<file path="src/rtl/mem_arb_pkg.sv">
// Shared types and constants for the main-memory port arbiter.
package mem_arb_pkg;

    typedef enum logic {
        ARB_IDLE  = 1'b0,
        ARB_GRANT = 1'b1
    } arb_state_e;

    localparam int unsigned ARB_FIXED = 0;
    localparam int unsigned ARB_RR    = 1;

    // Increment an index, wrapping back to 0 at n.
    function automatic int unsigned wrap_inc(input int unsigned idx, input int unsigned n);
        return ((idx + 1) >= n) ? 0 : (idx + 1);
    endfunction

endpackage

</file>
<file path="src/rtl/arb_pick.sv">
// Combinational rotating-base priority picker: first set req bit at or above
// base_i, wrapping from N-1 back to 0.
module arb_pick #(
    parameter  int unsigned N    = 2,
    localparam int unsigned IDXW = $clog2(N)
) (
    input  logic [N-1:0]    req_i,
    input  logic [IDXW-1:0] base_i,
    output logic [N-1:0]    onehot_c,
    output logic [IDXW-1:0] idx_c,
    output logic            valid_c
);

    // Walk the request vector from base_i and stop at the first hit.
    always_comb begin
        int unsigned j;
        onehot_c = '0;
        idx_c    = '0;
        valid_c  = 1'b0;
        j        = 0;
        for (int unsigned k = 0; k < N; k++) begin
            j = 32'(base_i) + k;
            if (j >= N) begin
                j = j - N;
            end
            if (!valid_c && req_i[j]) begin
                valid_c     = 1'b1;
                onehot_c[j] = 1'b1;
                idx_c       = IDXW'(j);
            end
        end
    end

endmodule

</file>
<file path="src/rtl/mem_arbiter.sv">
// Memory-port arbiter: registered one-hot grant held until the owner's done
// pulse or a watchdog timeout, with back-to-back re-arbitration.
module mem_arbiter
    import mem_arb_pkg::*;
#(
    parameter  int unsigned NUM_CLIENTS    = 2,
    parameter  int unsigned ARB_MODE       = 0,
    parameter  int unsigned TIMEOUT_CYCLES = 64,
    localparam int unsigned IDXW           = $clog2(NUM_CLIENTS)
) (
    input  logic                   clk,
    input  logic                   rst,
    input  logic [NUM_CLIENTS-1:0] req,
    input  logic [NUM_CLIENTS-1:0] done,
    output logic [NUM_CLIENTS-1:0] grant,
    output logic [IDXW-1:0]        grant_idx,
    output logic                   busy,
    output logic                   timeout_err,
    output logic [IDXW-1:0]        err_idx
);

    // Counter is sized for TIMEOUT_CYCLES; keep at least one bit when disabled.
    localparam int unsigned CW = (TIMEOUT_CYCLES > 0) ? $clog2(TIMEOUT_CYCLES + 1) : 1;
    localparam logic [CW-1:0] WD_LAST = CW'((TIMEOUT_CYCLES > 0) ? (TIMEOUT_CYCLES - 1) : 0);
    localparam logic          WD_EN   = (TIMEOUT_CYCLES > 0);

    arb_state_e             state_q, state_d;
    logic [NUM_CLIENTS-1:0] grant_q, grant_d;
    logic [IDXW-1:0]        grant_idx_q, grant_idx_d;
    logic [IDXW-1:0]        ptr_q, ptr_d;
    logic [CW-1:0]          wdog_q, wdog_d;
    logic                   terr_q, terr_d;
    logic [IDXW-1:0]        err_idx_q, err_idx_d;

    logic [IDXW-1:0]        pick_base;
    logic [NUM_CLIENTS-1:0] pick_onehot;
    logic [IDXW-1:0]        pick_idx;
    logic                   pick_valid;
    logic                   done_hit;
    logic                   wd_expire;
    logic                   arbitrate;

    // Fixed priority always searches from client 0.
    assign pick_base = (ARB_MODE == ARB_RR) ? ptr_q : '0;

    arb_pick #(
        .N(NUM_CLIENTS)
    ) u_pick (
        .req_i    (req),
        .base_i   (pick_base),
        .onehot_c (pick_onehot),
        .idx_c    (pick_idx),
        .valid_c  (pick_valid)
    );

    // Only the current owner's done bit ends a grant.
    assign done_hit  = |(done & grant_q);
    assign wd_expire = WD_EN && (wdog_q == WD_LAST);

    // Next-state: grant ownership, pointer, watchdog and error capture.
    always_comb begin
        state_d     = state_q;
        grant_d     = grant_q;
        grant_idx_d = grant_idx_q;
        ptr_d       = ptr_q;
        wdog_d      = wdog_q;
        terr_d      = 1'b0;
        err_idx_d   = err_idx_q;
        arbitrate   = 1'b0;

        case (state_q)
            ARB_IDLE: begin
                arbitrate = 1'b1;
            end
            ARB_GRANT: begin
                if (done_hit) begin
                    arbitrate = 1'b1;
                end else if (wd_expire) begin
                    arbitrate = 1'b1;
                    terr_d    = 1'b1;
                    err_idx_d = grant_idx_q;
                end else if (WD_EN) begin
                    wdog_d = wdog_q + CW'(1);
                end
            end
            default: begin
                state_d = ARB_IDLE;
                grant_d = '0;
            end
        endcase

        if (arbitrate) begin
            wdog_d = '0;
            if (pick_valid) begin
                state_d     = ARB_GRANT;
                grant_d     = pick_onehot;
                grant_idx_d = pick_idx;
                ptr_d       = IDXW'(wrap_inc(32'(pick_idx), NUM_CLIENTS));
            end else begin
                state_d = ARB_IDLE;
                grant_d = '0;
            end
        end
    end

    // State and output registers with asynchronous active-low reset.
    always_ff @(posedge clk or negedge rst) begin
        if (!rst) begin
            state_q     <= ARB_IDLE;
            grant_q     <= '0;
            grant_idx_q <= '0;
            ptr_q       <= '0;
            wdog_q      <= '0;
            terr_q      <= 1'b0;
            err_idx_q   <= '0;
        end else begin
            state_q     <= state_d;
            grant_q     <= grant_d;
            grant_idx_q <= grant_idx_d;
            ptr_q       <= ptr_d;
            wdog_q      <= wdog_d;
            terr_q      <= terr_d;
            err_idx_q   <= err_idx_d;
        end
    end

    assign grant       = grant_q;
    assign grant_idx   = grant_idx_q;
    assign busy        = (state_q == ARB_GRANT);
    assign timeout_err = terr_q;
    assign err_idx     = err_idx_q;

endmodule

</file>
<file path="config.mk">
export PLATFORM = sky130hd
export DESIGN_NAME = mem_arbiter
export DESIGN_NICKNAME = d
export VERILOG_FILES = /design/src/rtl/mem_arb_pkg.sv /design/src/rtl/arb_pick.sv /design/src/rtl/mem_arbiter.sv
export SDC_FILE = /design/constraint.sdc
export NUM_CORES = 1
export LEC_CHECK = 0
export ABC_CLOCK_PERIOD_IN_PS = 3300
export CELL_PAD_IN_SITES_DETAIL_PLACEMENT = 1
export CELL_PAD_IN_SITES_GLOBAL_PLACEMENT = 1
export CORE_MARGIN = 2
export CORE_UTILIZATION = 40
export DETAILED_ROUTE_END_ITERATION = 10
export GPL_TIMING_DRIVEN = 0
export PLACE_DENSITY_LB_ADDON = 0.25
export SETUP_SLACK_MARGIN = 0.3
export SYNTH_ARGS = -nofsm -noshare
export SYNTH_HDL_FRONTEND = slang
export SYNTH_SLANG_ARGS = --single-unit
</file>
<file path="constraint.sdc">
create_clock -name clk -period 3.3 [get_ports clk]
set_clock_uncertainty 0.05 [all_clocks]
set_input_delay 0.33 -clock clk [delete_from_list [all_inputs] [get_ports clk]]
set_output_delay 0.33 -clock clk [all_outputs]
set_load 0.01 [all_outputs]
</file>
## Word-level counts from Yosys, hierarchy flattened

Cells that the tools add are included.

| storage, ports and cells | value |
|---|---|
| flip-flop bits (word level) | 13 |
| latch bits | 0 |
| bits in writable memories | 0 |
| bits in read-only memories | 0 |
| output and inout port bits | 6 |
| word-level logic and storage cells | 36 |
| memories | 0 |

| cells by class | value |
|---|---|
| $add $sub $neg | 1 |
| multipliers | 0 |
| div/mod/pow operators | 0 |
| $lt $le $gt $ge | 0 |
| eq/ne operators | 3 |
| shift operators | 0 |
| multiplexer cells | 16 |
| bitwise logic cells | 3 |
| reduce and logical (&&, ||, !) cells | 7 |

Operator list:

| operator | count |
|---|---|
| two-way mux 7 bit | 4 |
| two-way mux 1 bit | 9 |
| adder 7 x 1 -> 7 bit, second input constant | 1 |
| equality test 7 x 6 -> 1 bit, second input constant | 1 |
| AND reduction 3 bit | 2 |
| two-way mux 2 bit | 2 |
| inequality test 2 x 1 -> 1 bit, second input constant | 2 |
| bitwise AND 2 bit | 1 |
| NOT 1 bit | 2 |
| one-hot mux 1 bit (2 select lines) | 1 |
| AND reduction 2 bit | 1 |
| nonzero test 2 bit | 1 |
| OR reduction 2 bit | 1 |
| logical AND 1 bit | 1 |
| zero test 1 bit | 1 |

## Depth between registers and ports, before layout

Gate-level depths: netlist of the first run.

| logic depth | value |
|---|---|
| word-level depth | 6 |
| gate-level depth with buffers | 4 |
| mapped depth without buffers | 4 |

## Cells and area by module

From an unflattened synthesis of the first run, not the netlist that was laid out.

| unflattened totals | value |
|---|---|
| cell total of the unflattened synthesis | 52 |
| area, all modules | 603.1 um^2 |

By module, submodules not included:

| module | instances | cells each | area an instance (um^2) | seq. area each (um^2) |
|---|---|---|---|---|
| mem_arbiter | 1 | 47 | 570.5 | 325.3 |
| arb_pick | 1 | 5 | 32.5 | 0.0 |

## Worst setup path before layout of the first run

No wires, ideal clock.

| timing path | value |
|---|---|
| path type | reg2reg |
| from | register grant_q[0] (netlist: grant[0]) |
| to | register grant_q[0] (netlist: grant[0]) |
| arrival | 1247 ps |
| data required time | 3125 ps |
| setup slack | 1878 ps |
| cell stages (with the launch flop) | 5 |
| clock period less this slack | 1422 ps |
| cells stage by stage | dfrtp_1 -> a22oi_1 -> nand2_2 -> o21bai_4 -> mux2_4 |

| on the way | value |
|---|---|
| longest elaborated chain between the ends | 4 |

RTL lines:

| item | RTL line | source |
|---|---|---|
| start, declared | mem_arbiter.sv:28 | `logic [NUM_CLIENTS-1:0] grant_q, grant_d;` |
| start signal, assigned | mem_arbiter.sv:118 | `grant_q <= grant_d;` |
| bitwise AND 2 bit | mem_arbiter.sv:57 | `assign done_hit = \|(done & grant_q);` |
| OR reduction 2 bit | mem_arbiter.sv:57 |  |
| two-way mux 1 bit | mem_arbiter.sv:76 | `if (done_hit) begin` |
| one-hot mux 1 bit (2 select lines) | mem_arbiter.sv:71 | `case (state_q)` |

No other way between the ends.
A chain may end at the register's enable or synchronous reset.

## Worst setup path after layout of the first run

| timing path | value |
|---|---|
| from | register grant_idx_q (netlist: grant_idx) |
| to | output grant_idx |

RTL lines:

| item | RTL line | source |
|---|---|---|
| start, declared | mem_arbiter.sv:29 | `logic [IDXW-1:0] grant_idx_q, grant_idx_d;` |
| start signal, assigned | mem_arbiter.sv:119 | `grant_idx_q <= grant_idx_d;` |
| end, declared | mem_arbiter.sv:16 | `output logic [IDXW-1:0] grant_idx,` |

No word-level cell between the ends.

==> impl_metrics.json, run 1 <==
{
  "status": "complete, no violations",
  "cts_resized": 0,
  "holdWs_ns": 0.3642,
  "placed_area_um2": 715.7,
  "async_reset_ff_frac": 1.000,
  "rrSetupSlack_ns": 1.75,
  "r2r-end": "grant[0]$_DFFE_PN0P_",
  "synth_warnings": 0,
  "design_area_um2": 742.0,
  "htree_num_levels": 1,
  "grt_pass1_wl_um": 1945,
  "clockRootBuffer": "clkbuf_4",
  "yosysSeqAreaShare": 0.5544,
  "antennaDiodeCount": 0,
  "synth_top_cell_by_area": "dfrtp_1",
  "ys_types": 20,
  "end_kind": "primary output",
  "cp_num_buf_inv": 1,
  "firstDrtPassIters": 4,
  "setup_ws_ns": 1.699,
  "rsz0062_at_grt": "no",
  "required_ns": 2.92,
  "yosys.area.top_type_share": 0.5544,
  "hpwl_um": 823.3,
  "die_y_um": 42.30,
  "synth_common_cells": "13 x dfrtp_1, 8 x nor2_1, 3 x nand2_1",
  "worstPathArrival_ns": 1.22,
  "hp-class": "input port to async pin",
  "crit_type": "flop to primary output",
  "start_util": 0.4400,
  "hold_buffers": 0,
  "ys_seq_elements": 13,
  "clk_latency_ns": 0.28,
  "nNetsFinal": 70,
  "fp-row-count": 13,
  "crit_path_start_kind": "flop",
  "wl_um": 1109,
  "overflow": 0,
  "drive_above_1_share": 0.1613,
  "maxSlewViolCount": 0,
  "grt_max_degree": 14,
  "cp_cell_sequence": "clkdlybuf4s50_1",
  "routabilityCongestion": 0.6689,
  "port-buffer-count": 11,
  "netlist_area_um2": 586.8,
  "grt_pass1_vias": 440,
  "cpLargestDelayFamily": "buffers and inverters",
  "synth.net_count": 54,
  "cts_tree": "yes",
  "max_stage_delay_ns": 0.55,
  "cp_slowest_cell": "clkdlybuf4s50_1",
  "cts_made_buffers": 3,
  "via_count": 410,
  "fin_crit_sh": 0.4853,
  "post_cts_buffers": 0,
  "powerDensity_nw_per_um2": 692.4,
  "drt_iter0_markers": 3,
  "cts.clk_slew.worst_paths_ns": 0.08,
  "via_per_inst": 5.325,
  "numClockSinks": 13,
  "wl_per_cell_um": 14.40,
  "die_w_um": 42.30,
  "tightest_slew_ns": 0.5874,
  "syn_area_per_cell_um2": 12.49,
  "crit_fanout": 3,
  "relSlewSlack": 0.6072,
  "synthCells": 47,
  "max_freq_mhz": 624.4,
  "cap_violations": 0,
  "pre_cts_slack_ns": 1.419,
  "final_hold_viol_count": 0,
  "postRouteAntennaNets": 0,
  "total_leakage_power_nw": 0.3237,
  "min_period_ns": 1.601,
  "syn2layout_area_growth_pct": 26.44,
  "synth.area.top_cells": "dfrtp_1 55%, mux2_4 5.1%, nor2_1 5.1%",
  "power.total_uw": 513.8,
  "clockBufferDepth": 2,
  "ir_drop_v": 0.0003322,
  "core_area_um2": 1334,
  "r2r-start": "wdog_q[0]$_DFFE_PN0P_",
  "antenna_found_initial": 0,
  "dieArea_um2": 1789,
  "synth_edf_count": 0,
  "synth_flop_cell": "dfrtp_1",
  "rr_worst_depth": 4,
  "drc": 0,
  "n_fill_cell": 148,
  "fin_setup_tns_ns": 0,
  "yosysMostFrequentCell": "dfrtp_1",
  "ioPinCount": 12,
  "grtUsageTotal": 0.1515,
  "setup_viol": 0
}
report_power, final:
group / total (mW) / switching, mW / internal (mW)
Clock: 0.102 / 0.0546 / 0.0470
Combinational: 0.181 / 0.0823 / 0.0982
Sequential: 0.232 / 0.0351 / 0.197
Total: 0.514 / 0.172 / 0.342
sequential cells by signal (all words and copies together), names as in the netlist:
| signal | flops |
|---|---|
| busy | 1 |
| wdog_q | 7 |
| timeout_err | 1 |
| grant_idx | 1 |
| err_idx | 1 |
| grant | 2 |
layout make-up:
class	count	area, um2	share of cell area
inverter	2	7.507	0.01012
tap	15	18.77	0.02530
timing repair buffer	11	110.1	0.1484
sequential	13	325.3	0.4384
multi-input combinational	32	254.0	0.3423
clock buffer	4	26.28	0.03541
cell usage in the layout (no fill, tap or decap):
cell	count
xor2_1	2
xnor2_1	2
clkdlybuf4s50_1	11
mux2_4	2
and4_1	1
nor3b_1	1
nand3_4	1
dfrtp_1	13
nor2_1	8
clkbuf_4	3
nand2_2	1
clkbuf_1	1
and2b_1	1
mux2_1	1
ha_1	1
nand3_1	2
a22oi_1	2
inv_1	2
nor3_4	1
o21bai_4	1
and3_4	1
a21oi_1	1
nand2_1	3
per-stage QoR:
step | util | instances
after floorplan | - | 47
after global placement | 0.5366 | 73
after detailed placement | 0.5366 | 73
after CTS | 0.5563 | 77
after global routing | 0.5563 | 77
final | 0.5563 | 77
kinds of logic after synthesis:
family,after synthesis,share of synthesized area
AO/OA/AOI/OAI,4,0.06609
XOR/XNOR,4,0.05971
adder cells (fa/ha/maj),1,0.02132
buffers and inverters,2,0.01280
flip-flops,13,0.5544
multiplexers,3,0.07036
AND/OR/NAND/NOR,20,0.2154
routing by layer:
metal  up-vias  wire [um]  global-route usage
met2        15        529              0.2400
met3         3         87             0.05172
met4         0         28             0.09375
met5         -          0                   0
met1       202        463              0.1740
li1        190          -                   -
worst max-delay path by stage:
stage                           end  depth (start not counted)                   from  slack (ns)
5_1_grt                   grant_idx                          1  grant_idx$_DFFE_PN0P_        1.64
4_1_cts                   grant_idx                          1  grant_idx$_DFFE_PN0P_        1.69
2_1_floorplan  grant[0]$_DFFE_PN0P_                          4   grant[0]$_DFFE_PN0P_        1.88
3_3_place_gp   grant[0]$_DFFE_PN0P_                          5                done[0]        1.44
6_report                  grant_idx                          1  grant_idx$_DFFE_PN0P_        1.70
3_5_place_dp   grant[1]$_DFFE_PN0P_                          5                done[0]        1.42
Note: power is estimated with default switching activity, not from simulation.
==> inputs of run 2 (changes only) <==
--- a/config.mk
+++ b/config.mk
@@ -5,11 +5,11 @@
 export SDC_FILE = /design/constraint.sdc
 export NUM_CORES = 1
 export LEC_CHECK = 0
-export ABC_CLOCK_PERIOD_IN_PS = 3300
+export ABC_CLOCK_PERIOD_IN_PS = 1300
 export CELL_PAD_IN_SITES_DETAIL_PLACEMENT = 1
 export CELL_PAD_IN_SITES_GLOBAL_PLACEMENT = 1
 export CORE_MARGIN = 2
-export CORE_UTILIZATION = 40
+export CORE_UTILIZATION = 34
 export DETAILED_ROUTE_END_ITERATION = 10
 export GPL_TIMING_DRIVEN = 0
 export PLACE_DENSITY_LB_ADDON = 0.25
==> constraint.sdc (replaced) <==
create_clock -name clk -period 1.3 [get_ports clk]
set_clock_uncertainty 0.05 [all_clocks]
set_input_delay 0.13 -clock clk [delete_from_list [all_inputs] [get_ports clk]]
set_output_delay 0.13 -clock clk [all_outputs]
set_load 0.01 [all_outputs]
==> impl_metrics.json, run 2 (synthesis gave the netlist of run 1 again) <==
{
  "grt_pass1_vias": 497,
  "grtUsageTotal": 0.1496,
  "wl_met2_um": 718,
  "met1_length_um": 545,
  "postRouteAntennaNets": 0,
  "final_util": 0.5461,
  "via_per_inst": 4.763,
  "worstPathArrival_ns": 1.48,
  "crit_start": "grant[0]$_DFFE_PN0P_",
  "ir_drop_v": 0.0008191,
  "min_period_ns": 1.369,
  "n_fill_cell": 167,
  "fin_setup_tns_ns": -0.3114,
  "via_count": 462,
  "status": "finished, violations left",
  "crit_path_start_kind": "flop",
  "tightest_slew_ns": 0.5759,
  "total_leakage_power_nw": 0.4257,
  "top_register": "wdog_q",
  "wl_um": 1320,
  "hp-class": "input port to async pin",
  "clk_latency_ns": 0.28,
  "port-buffer-count": 11,
  "overflow": 0,
  "multi_input_area_um2": 295.3,
  "cts_made_buffers": 3,
  "antenna_found_initial": 0,
  "r2r-end": "grant[1]$_DFFE_PN0P_",
  "layout_commonest_cell": "buf_4",
  "antennaDiodeCount": 0,
  "relSlewSlack": 0.6149,
  "powerDensity_nw_per_um2": 1854,
  "final_cell_mix": "16 x buf_4, 13 x dfrtp_1, 6 x nor2_1, 5 x clkdlybuf4s50_1",
  "regArea_um2": 325.3,
  "hold_buffers": 0,
  "die_y_um": 45.55,
  "crit_fanout": 4,
  "violations": "setup timing",
  "r2r-start": "grant[0]$_DFFE_PN0P_",
  "firstDrtPassIters": 3,
  "maxSlewViolCount": 0,
  "wl_met3_um": 51,
  "routabilityCongestion": 0.6560,
  "rr_worst_depth": 4,
  "clockRootBuffer": "clkbuf_4",
  "cts.clk_slew.worst_paths_ns": 0.09,
  "drt_iter0_markers": 1,
  "die_w_um": 45.55,
  "holdWs_ns": 0.1624,
  "route.top_layer_used": "met4",
  "crit_type": "flop to flop",
  "core_area_um2": 1670,
  "wl_per_cell_um": 13.61,
  "numClockSinks": 13,
  "end_kind": "flop",
  "rrSetupSlack_ns": -0.07,
  "cts_tree": "yes",
  "grt_max_degree": 14,
  "required_ns": 1.41,
  "nNetsFinal": 88,
  "rsz0062_at_grt": "yes",
  "setup_ws_ns": -0.06861,
  "start_util": 0.3513,
  "setup_viol": 6,
  "drc": 0,
  "dieArea_um2": 2074,
  "final_hold_viol_count": 0,
  "clockBufferDepth": 2,
  "ioPinCount": 12,
  "largest_register_ffs": 7,
  "grt_pass1_wl_um": 2159,
  "cap_violations": 0,
  "syn2layout_area_growth_pct": 55.44,
  "drive_above_1_share": 0.5375,
  "fin_crit_sh": 1.053,
  "htree_num_levels": 1,
  "hpwl_um": 761.1,
  "max_freq_mhz": 730.7,
  "fp-row-count": 15
}
[run 2: changes by cell type in the layout (fill, tap and decap cells not counted), sizes merged]
cell,before,now
clkbuf,4,3
clkinv,0,1
clkdlybuf4s50,11,5
buf,0,24
[run 2: per-stage QoR]
stage,cell area [um2],power (mW),worst slack [ns],std cells
2_1_floorplan,609.3,0.9039,-0.08830,47
3_3_place_gp,740.7,1.087,-0.3368,75
3_5_place_dp,740.7,1.098,-0.3398,75
4_1_cts,872.1,1.637,-0.09844,92
5_1_grt,912.1,1.814,-0.1269,97
6_report,912.1,1.691,-0.06861,97
[run 2: per-layer routing]
metal / global-route usage / vias up
met3: 0.03571 / 2
met4: 0.05294 / 0
li1: - / 225
met2: 0.2648 / 10
met5: 0 / -
met1: 0.1734 / 225
[run 2: layout make-up]
class | count | share of cell area
Clock buffer | 3 | 0.02469
Clock inverter | 1 | 0.005487
Inverter | 2 | 0.008230
Multi-Input combinational cell | 32 | 0.3237
Sequential cell | 13 | 0.3567
Tap cell | 17 | 0.02332
Timing Repair Buffer | 29 | 0.2579
[run 2: timing repair]
item,CTS,global route
setup buffers,13,5
endpoints found under the setup margin,18,19
gates resized for setup,32,1
pin swaps,3,4
[run 2: critical path, cell delays in order, from the launching register on]
cell      delay [ns]
dfrtp_1         0.39
a22oi_2         0.17
nand2_2         0.12
o21bai_4        0.22
mux2_4          0.30
[run 2: worst max-delay path by stage]
stage | endpoint | depth (start not counted)
final | grant[1]$_DFFE_PN0P_ | 4
after global routing | err_idx$_DFFE_PN0P_ | 4
after CTS | grant_idx$_DFFE_PN0P_ | 5
after detailed placement | grant[1]$_DFFE_PN0P_ | 5
after global placement | grant[0]$_DFFE_PN0P_ | 5
after floorplan | grant[0]$_DFFE_PN0P_ | 4
[run 2: where the power goes]
part | internal, mW | leakage [nW] | switching (mW) | total (mW)
Sequential | 0.499 | 0.168 | 0.0848 | 0.584
Combinational | 0.524 | 0.240 | 0.334 | 0.859
Clock | 0.114 | 0.0177 | 0.135 | 0.249
==> inputs of run 3 (changes only) <==
--- a/config.mk
+++ b/config.mk
@@ -5,11 +5,12 @@
 export SDC_FILE = /design/constraint.sdc
 export NUM_CORES = 1
 export LEC_CHECK = 0
+export ABC_AREA = 1
 export ABC_CLOCK_PERIOD_IN_PS = 1300
 export CELL_PAD_IN_SITES_DETAIL_PLACEMENT = 1
 export CELL_PAD_IN_SITES_GLOBAL_PLACEMENT = 1
 export CORE_MARGIN = 2
-export CORE_UTILIZATION = 34
+export CORE_UTILIZATION = 33
 export DETAILED_ROUTE_END_ITERATION = 10
 export GPL_TIMING_DRIVEN = 0
 export PLACE_DENSITY_LB_ADDON = 0.25
==> impl_metrics.json, run 3 <==
{
  "routabilityCongestion": 0.6708,
  "synth_edf_count": 0,
  "netlist_area_um2": 623.1,
  "cp_slowest_cell": "dfrtp_1",
  "async_reset_ff_frac": 1.000,
  "clockRootBuffer": "clkbuf_4",
  "tightest_slew_ns": 0.6144,
  "wl_per_cell_um": 11.84,
  "crit_type": "flop to flop",
  "cts_tree": "yes",
  "cpLargestDelayFamily": "simple AND/OR/NAND/NOR gates",
  "total_leakage_power_nw": 0.4453,
  "relSlewSlack": 0.5891,
  "grtUsageTotal": 0.1451,
  "grt_max_degree": 14,
  "largest_register_ffs": 7,
  "max_freq_mhz": 816.1,
  "grt_pass1_vias": 484,
  "setup_viol": 0,
  "crit_fanout": 8,
  "maxSlewViolCount": 0,
  "wl_um": 1279,
  "synth_flop_cell": "dfrtp_1",
  "syn2layout_area_growth_pct": 38.55,
  "setup_ws_ns": 0.07465,
  "regArea_um2": 325.3,
  "htree_num_levels": 1,
  "firstDrtPassIters": 2,
  "cap_violations": 0,
  "rsz0062_at_grt": "yes",
  "holdWs_ns": 0.1794,
  "drc": 0,
  "overflow": 0,
  "numClockSinks": 13,
  "drt_iter0_markers": 1,
  "clockBufferDepth": 2,
  "cp_cell_sequence": "ha_4, nand2_4, nor2_8, nand2_8, nand2_8, nand2_4, nand2_2, nand2_1",
  "r2r-start": "wdog_q[1]$_DFFE_PN0P_",
  "fp-row-count": 15,
  "cts.clk_slew.worst_paths_ns": 0.09,
  "r2r-end": "grant_idx$_DFFE_PN0P_",
  "die_y_um": 47.46,
  "fin_crit_sh": 0.9426,
  "crit_path_start_kind": "flop",
  "synth.area.top_cells": "dfrtp_1 52%, nand2_1 7.8%, nor2_1 5.4%",
  "powerDensity_nw_per_um2": 1653,
  "min_period_ns": 1.225,
  "via_count": 487,
  "ys_types": 19,
  "cts_made_buffers": 3,
  "antennaDiodeCount": 0,
  "final_cell_mix": "13 x dfrtp_1, 12 x nand2_1, 9 x nor2_1, 7 x buf_4, 6 x buf_2",
  "clk_latency_ns": 0.28,
  "ir_drop_v": 0.0009124,
  "port-buffer-count": 11,
  "via_per_inst": 4.509,
  "antenna_found_initial": 0,
  "die_w_um": 47.46,
  "synthCells": 61,
  "layout_commonest_cell": "dfrtp_1",
  "synth_top_cell_by_area": "dfrtp_1",
  "core_area_um2": 1745,
  "syn_area_per_cell_um2": 10.21,
  "top_register": "wdog_q",
  "ys_seq_elements": 13,
  "final_hold_viol_count": 0,
  "drive_above_1_share": 0.4096,
  "grt_pass1_wl_um": 2139,
  "cp_num_buf_inv": 0,
  "rrSetupSlack_ns": 0.07,
  "worstPathArrival_ns": 1.34,
  "postRouteAntennaNets": 0,
  "pre_cts_slack_ns": 0.003893,
  "max_stage_delay_ns": 0.40,
  "end_kind": "flop",
  "yosysSeqAreaShare": 0.5221,
  "start_util": 0.3570,
  "yosys.area.top_type_share": 0.5221,
  "hpwl_um": 907.3,
  "power.total_mw": 1.427,
  "status": "complete, no violations",
  "rr_worst_depth": 8,
  "hp-class": "input port to async pin",
  "synth_warnings": 0,
  "hold_buffers": 0,
  "multi_input_area_um2": 332.8,
  "n_fill_cell": 201,
  "dieArea_um2": 2252,
  "required_ns": 1.42,
  "synth_common_cells": "13 x dfrtp_1, 13 x nand2_1, 9 x nor2_1, 5 x nand3_1",
  "nNetsFinal": 91,
  "ioPinCount": 12,
  "synth.net_count": 68
}
[run 3: cell count changes in the layout (fill, tap and decap cells not counted), moves of 3 or more]
cell / previous run / this run
buf_4: 16 / 7
nand2_1: 3 / 12
buf_6: 4 / 0
mux2_4: 3 / 0
nand3_1: 1 / 4
nor2_1: 6 / 9
nor2_4: 0 / 3
[run 3: where the power goes]
| part | leakage (nW) | internal, mW | switching [mW] |
|---|---|---|---|
| Combinational | 0.258 | 0.257 | 0.337 |
| Clock | 0.0150 | 0.119 | 0.136 |
| Sequential | 0.172 | 0.497 | 0.0807 |
| Total | 0.445 | 0.873 | 0.554 |
[run 3: routing by layer]
metal,routed length (um),GRT usage,vias up
met5,0,0,-
met4,10,0.05000,0
met3,56,0.06038,2
met2,693,0.2568,12
met1,517,0.1548,230
li1,-,-,243
[run 3: layout make-up]
type	count	share of cell area
flip-flops and latches	13	0.3768
inverters	4	0.01739
well taps	25	0.03623
repair buffers	18	0.1536
multi-input cells	44	0.3855
clock buffers	4	0.03043
[run 3: worst register-to-register path: cells and delay by family (launching register included)]
family        cells  cell delay, ns
fa+ha+maj         1            0.16
flops             1            0.40
simple gates      7            0.51
[run 3: logic make-up after synthesis]
kind of cell | synth area share
AND/OR/NAND/NOR | 0.3855
AO/OA/AOI/OAI | 0.02008
flip-flops | 0.5221
buffers and inverters | 0.02409
XOR/XNOR | 0.02812
adder cells (fa/ha/maj) | 0.02008
[run 3: how the worst max path moves through the flow]
stage                                  to                   from  slack (ns)  depth (start not counted)
floorplan           grant_idx$_DFFE_PN0P_  wdog_q[0]$_DFFE_PN0P_        0.11                          8
global placement    grant_idx$_DFFE_PN0P_                done[0]        0.01                          7
detailed placement   grant[1]$_DFFE_PN0P_                done[0]       0.004                          7
CTS                 grant_idx$_DFFE_PN0P_  wdog_q[1]$_DFFE_PN0P_        0.07                          8
global route        grant_idx$_DFFE_PN0P_  wdog_q[1]$_DFFE_PN0P_      -0.003                          8
finish              grant_idx$_DFFE_PN0P_  wdog_q[1]$_DFFE_PN0P_        0.07                          8
[run 3: repair_timing]
action | in CTS | in global routing
setup endpoints to repair | 19 | 18
pin swaps | 2 | 4
setup buffers | 2 | 5
resized for setup | 25 | 6
[run 3: through the flow]
| stage | cell area [um2] | setup TNS (ns) | std cells | util |
|---|---|---|---|---|
| global placement | 772.0 | 0 | 97 | 0.4423 |
| detailed placement | 772.0 | 0 | 97 | 0.4423 |
| CTS | 818.3 | 0 | 103 | 0.4688 |
| global route | 863.3 | -0.003299 | 108 | 0.4946 |
| finish | 863.3 | 0 | 108 | 0.4946 |
| floorplan | 630.6 | 0 | 61 | - |
